--- src/rtl/line_counter_multi.sv ---
// Multi-channel rising-edge counter with capture snapshots and registered read-back mux.
// Optional Limit/Irq compare is built only when LINE_COUNTER_LIMIT_IRQ_EN is defined.
module line_counter_multi #(
  parameter int CHANNELS    = 4,
  parameter int WIDTH       = 16,
  parameter int SYNC_STAGES = 2,
  parameter int SATURATE    = 0,
  localparam int SELW       = (CHANNELS > 1) ? $clog2(CHANNELS) : 1
) (
  input  logic                CLK,
  input  logic                Reset,
  input  logic [CHANNELS-1:0] Lines,
  input  logic                Enable,
  input  logic [CHANNELS-1:0] Clear,
  input  logic                Capture,
  input  logic [SELW-1:0]     Sel,
`ifdef LINE_COUNTER_LIMIT_IRQ_EN
  input  logic [WIDTH-1:0]    Limit,
  output logic [CHANNELS-1:0] Irq,
`endif
  output logic [WIDTH-1:0]    Counted,
  output logic [CHANNELS-1:0] Overflow,
  output logic                CaptureDone
);

  localparam logic [WIDTH-1:0] CNT_MAX = '1;

  logic [CHANNELS-1:0] sync_q [SYNC_STAGES];
  logic [CHANNELS-1:0] sync_prev;
  logic [CHANNELS-1:0] edge_q;
  logic [SYNC_STAGES:0] prime_q;

  logic [WIDTH-1:0]    cnt_q  [CHANNELS];
  logic [WIDTH-1:0]    cnt_d  [CHANNELS];
  logic [WIDTH-1:0]    snap_q [CHANNELS];
  logic [CHANNELS-1:0] ovf_d;

  // prime_q fills with ones after reset; until the synchroniser and history hold real
  // line values, edges are masked so a line already high at release is not counted.
  always_ff @(posedge CLK or negedge Reset) begin
    if (!Reset) begin
      for (int s = 0; s < SYNC_STAGES; s++) sync_q[s] <= '0;
      sync_prev <= '0;
      edge_q    <= '0;
      prime_q   <= '0;
    end else begin
      sync_q[0] <= Lines;
      for (int s = 1; s < SYNC_STAGES; s++) sync_q[s] <= sync_q[s-1];
      sync_prev <= sync_q[SYNC_STAGES-1];
      edge_q    <= sync_q[SYNC_STAGES-1] & ~sync_prev & {CHANNELS{&prime_q}};
      prime_q   <= {prime_q[SYNC_STAGES-1:0], 1'b1};
    end
  end

  always_comb begin
    ovf_d = Overflow;
    for (int i = 0; i < CHANNELS; i++) begin
      cnt_d[i] = cnt_q[i];
      if (Clear[i]) begin
        cnt_d[i] = '0;
        ovf_d[i] = 1'b0;
      end else if (Enable && edge_q[i]) begin
        if (cnt_q[i] == CNT_MAX) begin
          ovf_d[i] = 1'b1;
          cnt_d[i] = (SATURATE != 0) ? CNT_MAX : '0;
        end else begin
          cnt_d[i] = cnt_q[i] + WIDTH'(1);
        end
      end
    end
  end

  // Snapshots sample the pre-update counters, so a same-cycle increment or clear is excluded.
  always_ff @(posedge CLK or negedge Reset) begin
    if (!Reset) begin
      for (int i = 0; i < CHANNELS; i++) begin
        cnt_q[i]  <= '0;
        snap_q[i] <= '0;
      end
      Overflow    <= '0;
      CaptureDone <= 1'b0;
      Counted     <= '0;
    end else begin
      for (int i = 0; i < CHANNELS; i++) begin
        cnt_q[i] <= cnt_d[i];
        if (Capture) snap_q[i] <= cnt_q[i];
      end
      Overflow    <= ovf_d;
      CaptureDone <= Capture;
      Counted     <= (int'(Sel) < CHANNELS) ? snap_q[Sel] : '0;
    end
  end

`ifdef LINE_COUNTER_LIMIT_IRQ_EN
  logic [CHANNELS-1:0] irq_d;

  // Fires only on a real increment landing on Limit; a held or wrapped count never matches.
  always_comb begin
    irq_d = '0;
    for (int i = 0; i < CHANNELS; i++) begin
      if (!Clear[i] && Enable && edge_q[i] && (cnt_q[i] != CNT_MAX) &&
          (Limit != '0) && ((cnt_q[i] + WIDTH'(1)) == Limit))
        irq_d[i] = 1'b1;
    end
  end

  always_ff @(posedge CLK or negedge Reset) begin
    if (!Reset) Irq <= '0;
    else        Irq <= irq_d;
  end
`endif

endmodule

--- config.mk ---
export PLATFORM = sky130hd
export DESIGN_NAME = line_counter_multi
export DESIGN_NICKNAME = d
export VERILOG_FILES = /design/src/rtl/line_counter_multi.sv
export SDC_FILE = /design/constraint.sdc
export NUM_CORES = 1
export LEC_CHECK = 0
export ABC_AREA = 1
export CAP_MARGIN = 15
export CORE_UTILIZATION = 60
export CTS_CLUSTER_SIZE = 30
export DETAILED_ROUTE_END_ITERATION = 12
export GPL_ROUTABILITY_DRIVEN = 0
export PLACE_DENSITY = 0.78
export SLEW_MARGIN = 20
export SYNTH_ARGS = -nofsm -noshare
export SYNTH_HDL_FRONTEND = slang
export SYNTH_SLANG_ARGS = --single-unit
export TNS_END_PERCENT = 20
--- constraint.sdc ---
create_clock -name CLK -period 1.55 [get_ports CLK]
set_input_delay 0.2325 -clock CLK [delete_from_list [all_inputs] [get_ports CLK]]
set_output_delay 0.2325 -clock CLK [all_outputs]
set_load 0.02 [all_outputs]
==> flow_metrics.py, run 1 <==
metrics = {
    "synth": {
        "synth-edff-count": 0,
        "synth.yosys.seq_area_share": 0.552,
        "netlist_instances": 887,
        "post_synth_xor_area_fraction": 0.0253,
        "yosysTopAreaCellShare": 0.552,
        "synth_compound_area_frac": 0.0884,
        "post_synth_mux_area_share": 0.0296,
        "synth_warnings": 0,
        "postSynth.asyncResetShare": 1.00,
        "netlist_top_cells_area": "sky130_fd_sc_hd__dfrtp_1, sky130_fd_sc_hd__nand2_1, sky130_fd_sc_hd__nor2_1, sky130_fd_sc_hd__inv_1, sky130_fd_sc_hd__o21ai_0",
        "yosys_register_bits": 168,
        "synth_cell_types": 33,
        "synth_area_per_cell_sq_um": 8.59,
        "post-synth-top-area-cell": "sky130_fd_sc_hd__dfrtp_1",
        "post_synth_instance_area_sq_um": 7620,
        "synth_simple_gate_area_share": 0.238,
        "synth_top_family_by_area": "simple AND/OR/NAND/NOR gates",
        "synth_adder_area_share": 0.00657,
        "synthesis.nets": 905,
        "dominantRegCellSynth": "sky130_fd_sc_hd__dfrtp_1",
    },
    "finish": {
        "fin_nets": 990,
        "drive_gt1_frac": 0.170,
        "syn2layout_area_growth_pct": 21.8,
        "layout_common_cells": "sky130_fd_sc_hd__nand2_1, sky130_fd_sc_hd__dfrtp_1, sky130_fd_sc_hd__nor2_1",
        "final_common_cell": "sky130_fd_sc_hd__nand2_1",
        "fin_cells": 1153,
        "antenna_cells_inserted": 0,
        "fillers": 854,
    },
    "route": {
        "drt-initial-drc-count": 585,
        "route.layer.met1.wl_mm": 7.82,
        "met3_wirelength_mm": 1.07,
        "first_pass_iters": 5,
        "route.top_layer_used": "met5",
        "antenna_violating_nets_post_route": 0,
        "routed-wl-met2_mm": 9.39,
        "route.vias.total": 6390,
        "final_routed_drc_violation_total": 0,
        "vias_per_std_cell": 5.54,
        "wl_per_cell_um": 16.3,
        "drt-total-wl_mm": 18.8,
    },
    "floorplan": {
        "initial_utilization": 0.624,
        "die_height_um": 115,
        "core_area_sq_um": 12200,
        "top_level_ports": 35,
        "die_area_sq_um": 13200,
        "die_width_um": 115,
        "rows": 40,
    },
    "sta": {
        "clock_skew_ns": 0.00782,
        "period_needed_ns": 1.52,
        "max_freq_ghz": 0.657,
        "total_neg_setup_slack_ns": 0,
        "worst_slack_ns": 0.0275,
        "unrepaired_setup_endpoints_after_global_routing": "yes",
        "setup_viol": 0,
        "final-hold-violation-count": 0,
        "slew_viol_final": 0,
        "final.period_utilization": 0.982,
    },
    "critical_path": {
        "worst_ep_required_time_ns": 1.92,
        "path_class": "register to register",
        "cp_endpoint_kind": "register",
        "ff2ff_setup_slack_ns": 0.03,
        "timing.critical_path.fanout_max": 6,
        "worst-endpoint-arrival_ns": 1.89,
        "category_of_the_worst_setup_path_launch_point": "register",
    },
    "clocking": {
        "tritoncts": "built",
        "ctsLongestPathBuffers": 2,
        "clock-root-buffer": "sky130_fd_sc_hd__clkbuf_16",
        "clkSinkCount": 168,
        "clock_latency_ns": 0.44,
        "ctsHtreeMaxLevel": 4,
        "tritoncts.num_buffers": 17,
        "path_clk_slew_ns": 0.07,
    },
    "min_path": {
        "min_path_type": "input port to register",
    },
    "place": {
        "placement.io_buffers": 34,
        "hpwlAfterDp_mm": 12.8,
        "placed_cells": 1113,
        "placement.setup.worst_slack_ns": -0.238,
    },
    "global_routing": {
        "grt_antenna_before_repair": 1,
        "global_route.overflow_total": 0,
        "grt_pass1_wl_mm": 29.6,
        "first_global_vias": 6114,
        "globalRouteTotalUtil": 0.300,
        "grt_max_degree": 42,
    },
    "power": {
        "ir_drop_mv": 0.817,
        "cellPowerDensity_nw_per_um2": 1070,
        "leakagePower_nw": 4.36,
        "power_mw": 9.98,
    },
    "run_status": {
        "run_status": "finished, final reports clean",
    },
    "run": {
        "number_of_max_capacitance_violations_reported": 0,
    },
}
[flip-flops by register name, summed over array words and instances, names as in the netlist]
signal,count
CaptureDone,1
Counted,16
Overflow,4
cnt_q,64
edge_q,4
prime_q,3
snap_q,64
sync_prev,4
sync_q,8
[layout make-up]
cell class                      instances  area, sq um  area share
Sequential cell                       168         4210       0.453
Timing Repair inverter                  1         7.51    0.000809
Tap cell                              168          210      0.0226
Timing Repair Buffer                   88          821      0.0884
Clock inverter                         15          211      0.0228
Clock buffer                           17          425      0.0458
Inverter                               87          344      0.0371
Multi-Input combinational cell        609         3060       0.329
[power breakdown]
part	switching (mW)	leakage (nW)	internal (mW)
clock	1.85	0.310	2.73
combinational	0.470	1.84	0.285
sequential	0.0903	2.21	4.54
[worst paths after layout]
check                                          to  cells after the start             startpoint
max                         cnt_q[19]$_DFFE_PN0P_                      8  cnt_q[16]$_DFFE_PN0P_
min                         snap_q[3]$_DFFE_PN0P_                      2                Capture
max reg2reg                 cnt_q[19]$_DFFE_PN0P_                      8  cnt_q[16]$_DFFE_PN0P_
min reg2reg                   sync_q[1]$_DFF_PN0_                      0    sync_q[5]$_DFF_PN0_
max in group asynchronous  snap_q[50]$_DFFE_PN0P_                      3                  Reset
min in group asynchronous    cnt_q[1]$_DFFE_PN0P_                      2                  Reset
[critical path, cell delays in order, from the launching register on]
cell	delay [ns]
sky130_fd_sc_hd__dfrtp_1	0.41
sky130_fd_sc_hd__ha_2	0.19
sky130_fd_sc_hd__inv_1	0.06
sky130_fd_sc_hd__nor2_2	0.05
sky130_fd_sc_hd__nand2_2	0.09
sky130_fd_sc_hd__nor2_4	0.06
sky130_fd_sc_hd__o21ai_4	0.26
sky130_fd_sc_hd__clkinvlp_4	0.21
sky130_fd_sc_hd__nor2_1	0.13
[routing by layer]
metal	track usage	up-vias
met5	0	-
met4	0.126	2
met3	0.0619	44
met2	0.501	230
met1	0.382	3126
li1	-	2988
[cells by family (layout without fill, tap and decap cells)]
group	after synthesis	count (layout)
buffers and inverters	110	208
flip-flops	168	168
multiplexers	20	20
XOR/XNOR	22	22
other	1	1
AND/OR/NAND/NOR	436	436
adder cells (fa/ha/maj)	4	4
AO/OA/AOI/OAI	126	126
[through the flow]
stage,cell area (sq um),hold WS (ns),util
final,9280,0.186,0.760
after detailed placement,8500,0.160,0.696
after CTS,9130,0.167,0.747
after global routing,9280,0.207,0.760
after floorplan,7620,-0.0631,-
after global placement,8500,0.159,0.696
[cell usage after synthesis (2+ instances only)]
master and instances:
sky130_fd_sc_hd__a21oi_1 52, sky130_fd_sc_hd__buf_1 3, sky130_fd_sc_hd__buf_2 9, sky130_fd_sc_hd__clkbuf_1 9, sky130_fd_sc_hd__clkinv_4 2, sky130_fd_sc_hd__dfrtp_1 168
sky130_fd_sc_hd__ha_1 4, sky130_fd_sc_hd__inv_1 82, sky130_fd_sc_hd__inv_2 3, sky130_fd_sc_hd__mux2_2 20, sky130_fd_sc_hd__nand2_1 193, sky130_fd_sc_hd__nand2_2 7
sky130_fd_sc_hd__nand3_1 32, sky130_fd_sc_hd__nand3_2 2, sky130_fd_sc_hd__nand3b_1 3, sky130_fd_sc_hd__nand4_1 4, sky130_fd_sc_hd__nor2_1 162, sky130_fd_sc_hd__nor2_2 20
sky130_fd_sc_hd__nor3_1 7, sky130_fd_sc_hd__nor3b_1 4, sky130_fd_sc_hd__o21ai_0 53, sky130_fd_sc_hd__o21ai_2 2, sky130_fd_sc_hd__o21bai_1 2, sky130_fd_sc_hd__o22ai_1 15
sky130_fd_sc_hd__xnor2_1 2, sky130_fd_sc_hd__xor2_1 20
[timing repair]
action | 4_1_cts | 5_1_grt
hold buffers | 1 | 0
setup buffers | 0 | 6
endpoints found under the hold margin | 30 | 0
gates resized for setup | 23 | 31
cloned | 0 | 1
pin swaps | 0 | 11
endpoints found under the setup margin | 34 | 55
Power figures use the tool's default switching activity.
==> run 2, diff against run 1 <==
==> constraint.sdc (replaced) <==
create_clock -name CLK -period 1.5 [get_ports CLK]
set_input_delay 0.225 -clock CLK [delete_from_list [all_inputs] [get_ports CLK]]
set_output_delay 0.225 -clock CLK [all_outputs]
set_load 0.02 [all_outputs]
==> run 2 against run 1 <==
- the run now ends with negative setup slack left
- global-route usage fell by 0.089 points
- wire length decreased by 3.6%
- clock skew is 0.0029 ns higher
- worst hold slack better by 0.035 ns
- clock-buffer cell count unchanged
- combinational power rose by 2%
- worst setup slack lost 0.047 ns
- fmax rose by 0.19%
- core utilization up 0.29 points
- critical path type unchanged
- critical endpoint is now cnt_q[55]$_DFFE_PN0P_
- largest cell class unchanged
==> flow_metrics.py, run 2 (synthesized netlist as in run 1, its figures left out) <==
metrics = {
    "sta": {
        "total_neg_setup_slack_ns": -0.180,
        "slew_viol_final": 0,
        "period_needed_ns": 1.52,
        "final-hold-violation-count": 0,
        "fin_hold_ws_ns": 0.221,
        "worst_slack_ns": -0.0196,
        "max_freq_ghz": 0.658,
        "clock_skew_ns": 0.0107,
        "unrepaired_setup_endpoints_after_global_routing": "yes",
        "final.period_utilization": 1.01,
        "setup_viol": 14,
    },
    "clocking": {
        "clock_latency_ns": 0.44,
        "clkSinkCount": 168,
        "clock-root-buffer": "sky130_fd_sc_hd__clkbuf_16",
        "path_clk_slew_ns": 0.07,
        "ctsLongestPathBuffers": 2,
        "ctsHtreeMaxLevel": 4,
        "tritoncts": "built",
        "tritoncts.num_buffers": 17,
    },
    "place": {
        "placed_cells": 1120,
        "hpwlAfterDp_mm": 12.6,
        "placement.io_buffers": 34,
    },
    "power": {
        "ir_drop_mv": 0.830,
        "share_seq_of_total_power": 0.482,
        "cellPowerDensity_nw_per_um2": 1070,
        "power.share.switching": 0.249,
        "comb_power_share": 0.078,
        "intPower_mw": 7.47,
        "leakagePower_nw": 4.38,
        "power.share.clock": 0.440,
        "net-switching-power_mw": 2.47,
    },
    "route": {
        "final_routed_drc_violation_total": 0,
        "drt-initial-drc-count": 571,
        "wl_per_cell_um": 15.6,
        "first_pass_iters": 5,
        "antenna_violating_nets_post_route": 0,
        "vias_per_std_cell": 5.43,
        "route.vias.total": 6308,
        "drt-total-wl_mm": 18.1,
    },
    "global_routing": {
        "globalRouteTotalUtil": 0.299,
        "global_route.overflow_total": 0,
        "met2_usage": 0.504,
        "grt_pass1_wl_mm": 29.7,
        "grt_antenna_before_repair": 0,
        "first_global_vias": 6207,
        "busiest_layer": "met2",
        "grtUsageMet3": 0.0678,
        "met1_usage": 0.381,
        "grt_max_degree": 55,
    },
    "finish": {
        "multi_input_comb_area_sq_um": 3090,
        "layout_common_cells": "sky130_fd_sc_hd__nand2_1, sky130_fd_sc_hd__dfrtp_1, sky130_fd_sc_hd__nor2_1",
        "largest_registers": "cnt_q (64), snap_q (64), Counted (16)",
        "final_common_cell": "sky130_fd_sc_hd__nand2_1",
        "fin_cells": 1161,
        "fillers": 829,
        "drive_gt1_frac": 0.184,
        "syn2layout_area_growth_pct": 22.3,
        "layout.area.seq_sq_um": 4210,
        "antenna_cells_inserted": 0,
        "fin_nets": 998,
    },
    "floorplan": {
        "die_area_sq_um": 13200,
        "top_level_ports": 35,
        "die_width_um": 115,
        "rows": 40,
        "die_height_um": 115,
        "initial_utilization": 0.624,
        "core_area_sq_um": 12200,
    },
    "critical_path": {
        "worst_ep_required_time_ns": 1.83,
        "path_class": "register to register",
        "timing.critical_path.fanout_max": 6,
        "worst-endpoint-arrival_ns": 1.85,
        "category_of_the_worst_setup_path_launch_point": "register",
        "cp_endpoint_kind": "register",
    },
    "run_status": {
        "failed_checks": "negative setup slack",
        "run_status": "finished, violations left",
    },
    "min_path": {
        "min_path_type": "input port to register",
    },
    "run": {
        "number_of_max_capacitance_violations_reported": 0,
    },
}
==> run 2: layout make-up <==
type,count,area share
Tap cell,168,0.0226
Multi-Input combinational cell,609,0.332
Sequential cell,168,0.452
Clock inverter,15,0.0176
Clock buffer,17,0.0457
Inverter,87,0.0372
Timing Repair Buffer,96,0.0921
Timing Repair inverter,1,0.00121
==> run 2: metrics by stage <==
stage | total power, mW | util | area, sq um | setup slack (ns)
final | 9.94 | 0.763 | 9320 | -0.0196
after global routing | 10.3 | 0.763 | 9320 | -0.0825
after CTS | 9.95 | 0.749 | 9140 | -0.0667
after detailed placement | 5.64 | 0.698 | 8530 | -0.282
after global placement | 5.62 | 0.698 | 8530 | -0.205
after floorplan | 5.22 | - | 7620 | 0.111
==> run 2: worst paths after layout <==
check | startpoint | end | slack [ns] | cells after the start
worst max-delay path | cnt_q[48]$_DFFE_PN0P_ | cnt_q[55]$_DFFE_PN0P_ | -0.02 | 8
worst min-delay path | Lines[0] | sync_q[4]$_DFF_PN0_ | 0.22 | 1
worst max register to register | cnt_q[48]$_DFFE_PN0P_ | cnt_q[55]$_DFFE_PN0P_ | -0.02 | 8
worst min register to register | sync_q[6]$_DFF_PN0_ | sync_q[2]$_DFF_PN0_ | 0.36 | 0
max in group asynchronous | Reset | cnt_q[25]$_DFFE_PN0P_ | 0.67 | 3
min in group asynchronous | Reset | cnt_q[7]$_DFFE_PN0P_ | 0.24 | 2
==> run 2: critical path, stage by stage, from the launching register on <==
cell and delay [ns]:
sky130_fd_sc_hd__dfrtp_1 0.38, sky130_fd_sc_hd__ha_2 0.21, sky130_fd_sc_hd__nand2_2 0.07, sky130_fd_sc_hd__nor2_4 0.16, sky130_fd_sc_hd__nand2_4 0.08, sky130_fd_sc_hd__o21ai_4 0.21, sky130_fd_sc_hd__nand2_4 0.15, sky130_fd_sc_hd__inv_8 0.11
sky130_fd_sc_hd__nor2_2 0.03
==> run 2: power by group through the flow <==
stage          combinational [mW]  sequential [mW]  clock, mW
6_report                    0.772             4.79       4.38
5_1_grt                     0.853             4.80       4.60
4_1_cts                     0.744             4.79       4.42
3_5_place_dp                0.766             4.87          0
3_3_place_gp                0.753             4.87          0
2_1_floorplan               0.314             4.90          0
==> run 2: what timing repair did <==
item,4_1_cts,5_1_grt
gates cloned,0,1
endpoints found under the hold margin,94,0
resized for setup,32,38
setup buffers,0,6
pin swaps,2,12
hold buffers,2,0
setup endpoints to repair,47,63
==> run 2: metal layers <==
metal	share of wire	wire [um]
met5	0	0
met4	0.024	432
met3	0.055	993
met2	0.50	9030
met1	0.42	7670
==> run 3, diff against run 2 <==
--- a/config.mk
+++ b/config.mk
@@ -7,11 +7,11 @@
 export LEC_CHECK = 0
 export ABC_AREA = 1
 export CAP_MARGIN = 15
-export CORE_UTILIZATION = 60
+export CORE_UTILIZATION = 50
 export CTS_CLUSTER_SIZE = 30
 export DETAILED_ROUTE_END_ITERATION = 12
 export GPL_ROUTABILITY_DRIVEN = 0
-export PLACE_DENSITY = 0.78
+export PLACE_DENSITY = 0.67
 export SLEW_MARGIN = 20
 export SYNTH_ARGS = -nofsm -noshare
 export SYNTH_HDL_FRONTEND = slang
==> constraint.sdc (replaced) <==
create_clock -name CLK -period 1.5 [get_ports CLK]
set_input_delay 0.225 -clock CLK [delete_from_list [all_inputs] [get_ports CLK]]
set_output_delay 0.225 -clock CLK [all_outputs]
set_load 0.1 [all_outputs]
==> run 3 against run 2 <==
- cell count up 3.4%
- largest power group unchanged
- clock power grew 3%
- fmax increased by 3.9%
- the run now ends clean
==> flow_metrics.py, run 3 (synthesized netlist as in run 1, its figures left out) <==
metrics = {
    "min_path": {
        "holdPathEnd": "snap_q[61]$_DFFE_PN0P_",
        "min_from": "Capture",
        "worstHoldPathCells": 2,
        "min_path_type": "input port to register",
    },
    "route": {
        "route.vias.total": 6073,
        "drt-total-wl_mm": 17.5,
        "final_routed_drc_violation_total": 0,
        "antenna_violating_nets_post_route": 0,
        "first_pass_iters": 8,
        "drt-initial-drc-count": 548,
        "wl_per_cell_um": 14.6,
        "vias_per_std_cell": 5.06,
    },
    "finish": {
        "fin_nets": 1021,
        "drive_gt1_frac": 0.218,
        "largest_registers": "cnt_q (64), snap_q (64), Counted (16)",
        "syn2layout_area_growth_pct": 28.1,
        "final_common_cell": "sky130_fd_sc_hd__nand2_1",
        "layout_common_cells": "sky130_fd_sc_hd__nand2_1, sky130_fd_sc_hd__dfrtp_1, sky130_fd_sc_hd__nor2_1",
        "antenna_cells_inserted": 0,
        "final_core_util": 0.664,
        "fin_cells": 1200,
    },
    "clocking": {
        "clock_latency_ns": 0.43,
        "tritoncts": "built",
        "tritoncts.num_buffers": 17,
        "path_clk_slew_ns": 0.07,
        "clkSinkCount": 168,
        "ctsHtreeMaxLevel": 4,
        "clock-root-buffer": "sky130_fd_sc_hd__clkbuf_16",
        "ctsLongestPathBuffers": 2,
    },
    "power": {
        "intPower_mw": 7.86,
        "net-switching-power_mw": 2.76,
        "power.share.clock": 0.426,
        "share_seq_of_total_power": 0.453,
        "comb_power_share": 0.121,
        "cellPowerDensity_nw_per_um2": 1090,
        "power.share.switching": 0.260,
        "power_mw": 10.6,
        "leakagePower_nw": 4.57,
        "ir_drop_mv": 0.825,
    },
    "sta": {
        "unrepaired_setup_endpoints_after_global_routing": "yes",
        "final-hold-violation-count": 0,
        "clock_skew_ns": 0.00672,
        "worst_slack_ns": 0.0374,
        "slew_viol_final": 0,
        "setup_viol": 0,
        "max_freq_ghz": 0.684,
        "final.period_utilization": 0.975,
        "total_neg_setup_slack_ns": 0,
        "period_needed_ns": 1.46,
    },
    "place": {
        "placement.setup.worst_slack_ns": -0.303,
        "placed_cells": 1166,
        "placement.io_buffers": 34,
        "hpwlAfterDp_mm": 12.7,
    },
    "critical_path": {
        "cp_endpoint_kind": "register",
        "path_class": "input port to register",
        "worst-endpoint-arrival_ns": 1.84,
        "r2r_end": "cnt_q[33]$_DFFE_PN0P_",
        "startpoint_of_the_worst_setup_timing_path": "Enable",
        "cp_slowest_stage_delay_ns": 0.57,
        "worst_r2r_path_depth": 8,
        "cpLargestDelayFamily": "simple AND/OR/NAND/NOR gates",
        "timing.critical_path.fanout_max": 4,
        "category_of_the_worst_setup_path_launch_point": "input port",
        "path_cells": "clkdlybuf4s50_1, nand2_1, buf_4, nor2_1, inv_1, nor2_1, nand2_1, nand2_1",
        "worst_path_cell_with_the_longest_stage_delay": "sky130_fd_sc_hd__clkdlybuf4s50_1",
        "worst_ep_required_time_ns": 1.88,
        "ff2ff_setup_slack_ns": 0.04,
        "worst_path_most_repeated_cell": "sky130_fd_sc_hd__nand2_1",
        "reg2reg_from": "cnt_q[32]$_DFFE_PN0P_",
        "worst_path_bufs_invs": 3,
    },
    "floorplan": {
        "core_area_sq_um": 14700,
        "rows": 44,
        "die_area_sq_um": 15700,
        "die_width_um": 125,
        "top_level_ports": 35,
        "die_height_um": 125,
        "initial_utilization": 0.518,
    },
    "global_routing": {
        "grt_antenna_before_repair": 0,
        "grt_pass1_wl_mm": 28.4,
        "global_route.overflow_total": 0,
        "globalRouteTotalUtil": 0.235,
        "grt_max_degree": 49,
        "first_global_vias": 5698,
    },
    "run": {
        "number_of_max_capacitance_violations_reported": 0,
    },
    "run_status": {
        "run_status": "finished, final reports clean",
    },
}
run 3: changes by cell type in the layout (fill, tap and decap cells not counted), moves of 2 or more:
| cell | delta |
|---|---|
| sky130_fd_sc_hd__nor2_1 | +3 |
| sky130_fd_sc_hd__clkinvlp_4 | -2 |
| sky130_fd_sc_hd__buf_4 | +23 |
| sky130_fd_sc_hd__dlygate4sd2_1 | -21 |
| sky130_fd_sc_hd__buf_12 | +22 |
| sky130_fd_sc_hd__o21ai_2 | -2 |
| sky130_fd_sc_hd__inv_6 | -4 |
| sky130_fd_sc_hd__nor2_2 | -3 |
| sky130_fd_sc_hd__o21ai_1 | -3 |
| sky130_fd_sc_hd__dfrtp_1 | +2 |
| sky130_fd_sc_hd__ha_2 | +2 |
| sky130_fd_sc_hd__dfrtp_2 | -2 |
| sky130_fd_sc_hd__clkinv_4 | +3 |
| sky130_fd_sc_hd__o21ai_0 | +4 |
run 3: how the worst max path moves through the flow:
| stage | end | cells after the start | slack (ns) |
|---|---|---|---|
| CTS | cnt_q[43]$_DFFE_PN0P_ | 9 | -0.01 |
| global placement | cnt_q[40]$_DFFE_PN0P_ | 7 | -0.28 |
| detailed placement | cnt_q[61]$_DFFE_PN0P_ | 9 | -0.30 |
| finish | cnt_q[33]$_DFFE_PN0P_ | 8 | 0.04 |
| global route | cnt_q[14]$_DFFE_PN0P_ | 9 | -0.1 |
| floorplan | cnt_q[53]$_DFFE_PN0P_ | 9 | 0.11 |
run 3: power groups by stage:
stage                     registers (mW)  logic, mW  clock network [mW]
final                               4.81       1.28                4.53
after global routing                4.83       1.37                4.80
after CTS                           4.81       1.27                4.60
after detailed placement            4.90       1.26                   0
after global placement              4.90       1.25                   0
after floorplan                     5.21      0.314                   0
run 3: layout make-up:
type	count	area, sq um
Clock buffer	19	443
Clock inverter	13	170
Fill cell	1201	4940
Inverter	87	347
Multi-Input combinational cell	609	3080
Sequential cell	168	4200
Tap cell	184	230
Timing Repair Buffer	120	1290
run 3: layer usage:
| layer | routed length, um | part of all wire | GRT usage | vias to the layer above |
|---|---|---|---|---|
| met4 | 234 | 0.013 | 0.0811 | 0 |
| li1 | - | - | - | 3051 |
| met3 | 624 | 0.036 | 0.0424 | 17 |
| met5 | 0 | 0 | 0 | - |
| met1 | 8250 | 0.47 | 0.322 | 2872 |
| met2 | 8400 | 0.48 | 0.377 | 133 |
run 3: stage by stage:
step	hold WS, ns	cell area [sq um]
floorplan	-0.0706	7620
global placement	0.142	8990
detailed placement	0.144	8990
CTS	0.163	9650
global route	0.186	9760
finish	0.173	9760
run 3: repair_timing:
action | in CTS | in global routing
gates resized for setup | 7 | 32
endpoints found under the setup margin | 31 | 58
hold endpoints to repair | 30 | 0
setup buffers | 1 | 1
pin swaps | 1 | 11
hold buffers | 1 | 0
